**config.mk**
```make
export PLATFORM = sky130hd
export DESIGN_NAME = tlb_mp
export DESIGN_NICKNAME = d
export VERILOG_FILES = /design/src/rtl/tlb_mp.sv
export SDC_FILE = /design/constraint.sdc
export NUM_CORES = 2
export LEC_CHECK = 0
export CAP_MARGIN = 40
export CORE_UTILIZATION = 55
export CTS_CLUSTER_DIAMETER = 80
export CTS_CLUSTER_SIZE = 8
export DETAILED_ROUTE_END_ITERATION = 6
export PLACE_DENSITY_LB_ADDON = 0.15
export SLEW_MARGIN = 40
export SYNTH_ARGS = -nofsm -noshare
export SYNTH_HDL_FRONTEND = slang
export SYNTH_SLANG_ARGS = --single-unit
```
**constraint.sdc**
```tcl
create_clock -name clk -period 11.98 [get_ports clk]
set_clock_uncertainty 0.2 [all_clocks]
set_input_delay 1.198 -clock clk [delete_from_list [all_inputs] [get_ports clk]]
set_output_delay 1.198 -clock clk [all_outputs]
set_load 0.03 [all_outputs]
```
**src/rtl/tlb_mp.sv**
```systemverilog
// rtl/tlb_mp.sv - multi-port MIPS32 joint TLB with probe, read, write and Random/Wired
//
// Purpose: NPORTS registered VA->PA translation ports sharing one ENTRIES-deep
//   joint TLB. Also provides a registered TLBP probe, a combinational TLBR read
//   and TLBWI/TLBWR writes. Holds the CP0 Random and Wired registers.
// Ports:
//   clk, rst                      clock, synchronous active-high reset
//   asid                          current EntryHi.ASID (lookups and probe)
//   lk_req/lk_vaddr               per-port lookup request and virtual address
//   lk_ack/lk_paddr/lk_miss/
//   lk_valid/lk_dirty/lk_uncached per-port registered lookup result
//   tlb_we/tlb_wr_random/
//   tlb_config_index/tlb_config   entry write (TLBWI/TLBWR); tlb_config VPN2 is the probe key
//   wired_we/wired_i/random_o     Wired write, current Random
//   tlb_p/tlb_p_done/tlb_p_res_o  probe request and registered result
//   tlb_read_index/
//   tlb_read_config_o             TLBR read port
module tlb_mp #(
  parameter int ENTRIES = 16,
  parameter int NPORTS  = 2,
  parameter int IDX_W   = $clog2(ENTRIES)
) (
  input  logic                  clk,
  input  logic                  rst,
  input  logic [7:0]            asid,
  input  logic [NPORTS-1:0]     lk_req,
  input  logic [NPORTS*32-1:0]  lk_vaddr,
  output logic [NPORTS-1:0]     lk_ack,
  output logic [NPORTS*32-1:0]  lk_paddr,
  output logic [NPORTS-1:0]     lk_miss,
  output logic [NPORTS-1:0]     lk_valid,
  output logic [NPORTS-1:0]     lk_dirty,
  output logic [NPORTS-1:0]     lk_uncached,
  input  logic                  tlb_we,
  input  logic                  tlb_wr_random,
  input  logic [IDX_W-1:0]      tlb_config_index,
  input  logic [85:0]           tlb_config,
  input  logic                  wired_we,
  input  logic [IDX_W-1:0]      wired_i,
  output logic [IDX_W-1:0]      random_o,
  input  logic                  tlb_p,
  output logic                  tlb_p_done,
  output logic [31:0]           tlb_p_res_o,
  input  logic [IDX_W-1:0]      tlb_read_index,
  output logic [85:0]           tlb_read_config_o
);

  localparam logic [IDX_W-1:0] LAST_IDX = IDX_W'(ENTRIES - 1);

  logic [85:0]      tlb [ENTRIES];
  logic [IDX_W-1:0] random_q;
  logic [IDX_W-1:0] wired_q;
  logic [IDX_W-1:0] wr_idx;

  assign random_o          = random_q;
  assign tlb_read_config_o = tlb[tlb_read_index];
  assign wr_idx            = tlb_wr_random ? random_q : tlb_config_index;

  // Entry storage. Lookups and probes in the write cycle read the old contents.
  always_ff @(posedge clk) begin
    if (rst) begin
      for (int i = 0; i < ENTRIES; i++) tlb[i] <= '0;
    end else if (tlb_we) begin
      tlb[wr_idx] <= tlb_config;
    end
  end

  // Random walks down from ENTRIES-1 to Wired, then wraps back to ENTRIES-1.
  always_ff @(posedge clk) begin
    if (rst) begin
      wired_q  <= '0;
      random_q <= LAST_IDX;
    end else if (wired_we) begin
      wired_q  <= wired_i;
      random_q <= LAST_IDX;
    end else if (random_q == wired_q) begin
      random_q <= LAST_IDX;
    end else begin
      random_q <= random_q - IDX_W'(1);
    end
  end

  // Translation ports.
  genvar gp;
  for (gp = 0; gp < NPORTS; gp++) begin : g_port
    logic [31:0]      va;
    logic             hit;
    logic [IDX_W-1:0] idx;
    logic [19:0]      pfn;
    logic [2:0]       cca;
    logic             d_bit;
    logic             v_bit;
    logic             ack_q, miss_q, valid_q, dirty_q, unc_q;
    logic [31:0]      paddr_q;

    // Scan from the top so the lowest matching index is the one left standing.
    always_comb begin
      va  = lk_vaddr[32*gp +: 32];
      hit = 1'b0;
      idx = '0;
      for (int i = ENTRIES - 1; i >= 0; i--) begin
        if (tlb[i][70:52] == va[31:13] && (tlb[i][51] || tlb[i][85:78] == asid)) begin
          hit = 1'b1;
          idx = i[IDX_W-1:0];
        end
      end
      pfn   = va[12] ? tlb[idx][25:6] : tlb[idx][50:31];
      cca   = va[12] ? tlb[idx][5:3]  : tlb[idx][30:28];
      d_bit = va[12] ? tlb[idx][2]    : tlb[idx][27];
      v_bit = va[12] ? tlb[idx][1]    : tlb[idx][26];
    end

    always_ff @(posedge clk) begin
      if (rst) begin
        ack_q   <= 1'b0;
        paddr_q <= '0;
        miss_q  <= 1'b0;
        valid_q <= 1'b0;
        dirty_q <= 1'b0;
        unc_q   <= 1'b0;
      end else begin
        ack_q <= lk_req[gp];
        if (lk_req[gp]) begin
          paddr_q <= hit ? {pfn, va[11:0]} : 32'd0;
          miss_q  <= ~hit;
          valid_q <= hit & v_bit;
          dirty_q <= hit & d_bit;
          unc_q   <= hit & (cca == 3'd2);
        end
      end
    end

    assign lk_ack[gp]             = ack_q;
    assign lk_paddr[32*gp +: 32]  = paddr_q;
    assign lk_miss[gp]            = miss_q;
    assign lk_valid[gp]           = valid_q;
    assign lk_dirty[gp]           = dirty_q;
    assign lk_uncached[gp]        = unc_q;
  end

  // Probe: key is the VPN2 field of tlb_config, matched against the asid input.
  logic             p_hit;
  logic [IDX_W-1:0] p_idx;

  always_comb begin
    p_hit = 1'b0;
    p_idx = '0;
    for (int i = ENTRIES - 1; i >= 0; i--) begin
      if (tlb[i][70:52] == tlb_config[70:52] && (tlb[i][51] || tlb[i][85:78] == asid)) begin
        p_hit = 1'b1;
        p_idx = i[IDX_W-1:0];
      end
    end
  end

  always_ff @(posedge clk) begin
    if (rst) begin
      tlb_p_done  <= 1'b0;
      tlb_p_res_o <= '0;
    end else begin
      tlb_p_done <= tlb_p;
      if (tlb_p) begin
        tlb_p_res_o <= p_hit ? {{(32-IDX_W){1'b0}}, p_idx} : 32'h8000_0000;
      end
    end
  end

endmodule

```
==> flow_summary.json <==
{
  "outcome": "finished, violations left",
  "violations": "DRC",
  "ios": 375,
  "r2r_setup_slack_ns": 5.94,
  "p_per_area_nw_per_um2": 129,
  "finalCritPeriodShare": 0.558,
  "critPathMostFrequentCell": "buf_4",
  "yosysSeqAreaShare": 0.480,
  "antenna_found_initial": 61,
  "crit_type": "in -> reg",
  "cts_hold_buf": 0,
  "clkLatencyLatePin_ns": 0.87,
  "root_buffer": "clkbuf_16",
  "post_drt_wl_per_cell_um": 38.4,
  "initialDrtViolationCount": 13051,
  "ctsResizeCount": 0,
  "portBuffers": 347,
  "rows": 147,
  "synth_cell_types": 72,
  "start_kind": "primary input",
  "grt_pass1_vias": 64729,
  "async_reset_ff_frac": 0,
  "yosysWarnings": 0,
  "track_usage": 0.441,
  "hold_violations": 0,
  "crit_fanout": 35,
  "ir_drop_uv": 158,
  "cts.sinks": 1464,
  "fmax_mhz": 150,
  "final_core_utilization": 0.628,
  "max_stage_delay_ns": 0.78,
  "fp.dieH_um": 406,
  "critPathRequiredTime_ns": 12.47,
  "final_layout_size_suffix_gt1_frac": 0.135,
  "synthCells": 7203,
  "cell_internal_pwr_mw": 9.60,
  "switchingPower_mw": 3.49,
  "relSlewSlack": 0.320,
  "dp_hpwl_um": 224000,
  "p_comb_frac": 0.122,
  "synthesis.area_um2": 89800,
  "grt_overflow": 0,
  "seq_power_share": 0.459,
  "rsz0062_at_grt": "no",
  "fin_hold_ws_ns": 0.267,
  "wl_um": 368000,
  "synth_edf_count": 1376,
  "gp_congestion": 1.02,
  "final_nets": 7451,
  "postSynthAreaPerCell_um2": 12.5,
  "grt_pass1_wl_um": 507000,
  "critPathSlowestCell": "nor2_4",
  "path_cells": "clkdlybuf4s50_1, buf_4, xor2_1, nor4_1, a41oi_1, nor3_1, or4b_1, a41o_1, nand2_1, nor2_4, buf_4, a22oi_1, and3_1, a31oi_1, o211ai_1",
  "worst_pin_slew_ns": 1.01,
  "ys.flop_type": "edfxtp_1",
  "dieArea_um2": 165000,
  "htreeDepth": 4,
  "tns_ns": 0,
  "synth_area_leaders": "edfxtp_1 (46%), mux4_2 (11%), and2_1 (9.7%)",
  "max-cap-violations": 0,
  "cts_setup_buffers": 0,
  "finalCriticalPeriod_ns": 6.68,
  "syn_to_final_growth_pct": 12.8,
  "cts_buffer_depth": 3,
  "viasPerCell": 7.15,
  "arrival_ns": 7.17,
  "setup_violations": 0,
  "yosysTopAreaCell": "edfxtp_1",
  "ys_ff_latch": 1464,
  "endpoint_kind": "flip-flop",
  "vias": 68504,
  "hold_path.class": "reg -> reg",
  "cellLeakagePower_nw": 34.7,
  "numCtsBuffers": 204,
  "drtAntennaViolNets": 0,
  "switching_share": 0.267,
  "drcViolationCount": 2,
  "grt_max_degree": 109,
  "clk_pin_slew_worst_paths_ns": 0.05,
  "synth_top_area_frac": 0.460,
  "start_util": 0.557,
  "coreArea_um2": 161000,
  "cts_tree": "built",
  "final_max_slew_viol_count": 0,
  "clockPowerShare": 0.420,
  "first_pass_iters": 7,
  "die_w_um": 406
}
==> state kept, by name, indices dropped and copies added, names as in the netlist <==
register / flops
g_port.ack_q: 2
g_port.dirty_q: 2
g_port.miss_q: 2
g_port.paddr_q: 64
g_port.unc_q: 2
g_port.valid_q: 2
random_o: 4
tlb: 1376
tlb_p_done: 1
tlb_p_res_o: 5
wired_q: 4
==> cell type report <==
| cell class | instances | area [µm²] |
|---|---|---|
| Fill cell | 12325 | 60100 |
| Multi-Input combinational cell | 5033 | 44000 |
| Sequential cell | 1464 | 43100 |
| Clock buffer | 309 | 5560 |
| Timing Repair Buffer | 555 | 5450 |
| Tap cell | 2160 | 2700 |
| Clock inverter | 19 | 333 |
| Antenna cell | 23 | 57.6 |
| Inverter | 14 | 52.6 |
==> per-stage QoR <==
stage / total power, mW / area [µm²] / instances / worst slack [ns]
2_1_floorplan: 6.98 / 89900 / 7229 / 2.94
3_5_place_dp: 7.61 / 95100 / 9221 / 4.79
4_1_cts: 13.0 / 101000 / 9549 / 5.34
6_report: 13.1 / 101000 / 9577 / 5.30
5_1_grt: 13.3 / 101000 / 9561 / 5.24
3_3_place_gp: 7.59 / 94500 / 9201 / 4.57
==> power by group through the flow <==
stage	registers, mW	clock network [mW]	logic [mW]
final	6.00	5.49	1.59
after global routing	6.00	5.69	1.62
after CTS	5.98	5.50	1.54
after detailed placement	6.08	0	1.53
after global placement	6.07	0	1.52
after floorplan	6.05	0	0.933
==> logic make-up after synthesis <==
family,after synthesis,share of synthesized area
AOI/OAI and AO/OA,561,0.0497
xor gates and xnor gates,1046,0.102
adders and majority gates,1,0.000139
buffers and inverters,732,0.0371
DFF,1464,0.480
muxes,1064,0.180
other,1,0.0000418
and+or+nand+nor,2334,0.151
==> worst max-delay path, delay by kind of cell <==
kind            cells  cell delay [ns]
xor+xnor            1             0.13
buf+inv             3             1.49
compound gates      5             1.39
simple gates        6             2.89
==> synthesized netlist by cell type (24+ instances only) <==
cell,number
o211ai_1,31
a21oi_1,44
dfxtp_1,88
o21ai_1,24
o21ai_0,24
nand3_1,85
mux4_2,437
mux2i_1,618
buf_2,132
nand2_1,280
nor3b_1,51
and2_1,1385
nor2_1,93
a22oi_1,108
edfxtp_1,1376
a221oi_1,45
a31oi_1,27
buf_4,73
xor2_1,437
nand4_1,158
a221o_1,44
a22o_1,26
nor4_1,115
and3_1,58
buf_1,63
nor2b_1,32
a32oi_1,71
nor3_1,49
a222oi_1,40
clkbuf_1,431
xnor2_1,609
==> final timing paths <==
path,from,end,cells past startpoint
hold / removal,tlb_p_res_o[2]$_SDFFE_PP0P_,tlb_p_res_o[2]$_SDFFE_PP0P_,2
hold reg to reg,tlb_p_res_o[2]$_SDFFE_PP0P_,tlb_p_res_o[2]$_SDFFE_PP0P_,2
setup reg to reg,tlb[13][84]$_SDFFCE_PN0P_,g_port[1].paddr_q[20]$_SDFFE_PP0P_,13
setup / recovery,asid[4],g_port[1].paddr_q[20]$_SDFFE_PP0P_,15
==> placed cells by master (no fill, tap or decap), drive strengths merged, types with 6 or more instances in the layout <==
cell type,netlist,final
a211oi,8,8
a21oi,44,44
a221o,44,44
a221oi,45,45
a222oi,40,40
a22o,26,26
a22oi,108,108
a31oi,27,27
a32o,23,23
a32oi,71,71
a41o,13,13
and2,1385,1385
and3,58,58
buf,285,253
clkbuf,433,311
clkdlybuf4s50,0,300
clkinv,0,12
conb,1,27
dfxtp,88,88
diode,0,23
edfxtp,1376,1376
inv,14,19
mux2,9,9
mux2i,618,618
mux4,437,437
nand2,280,280
nand2b,11,11
nand3,85,85
nand4,158,158
nor2,93,93
nor2b,32,32
nor3,49,49
nor3b,52,52
nor4,115,115
o211ai,31,31
o21a,6,6
o21ai,48,48
or3,6,6
xnor2,609,609
xor2,437,437
==> per-layer routing <==
metal | GRT usage | wire length [µm] | up-vias
met5 | 0 | 383 | -
met4 | 0.203 | 18700 | 50
met3 | 0.166 | 60700 | 1296
met2 | 0.629 | 155000 | 6145
met1 | 0.597 | 133000 | 34274
li1 | - | - | 26739
No activity file was read; power rests on OpenSTA's default activity.
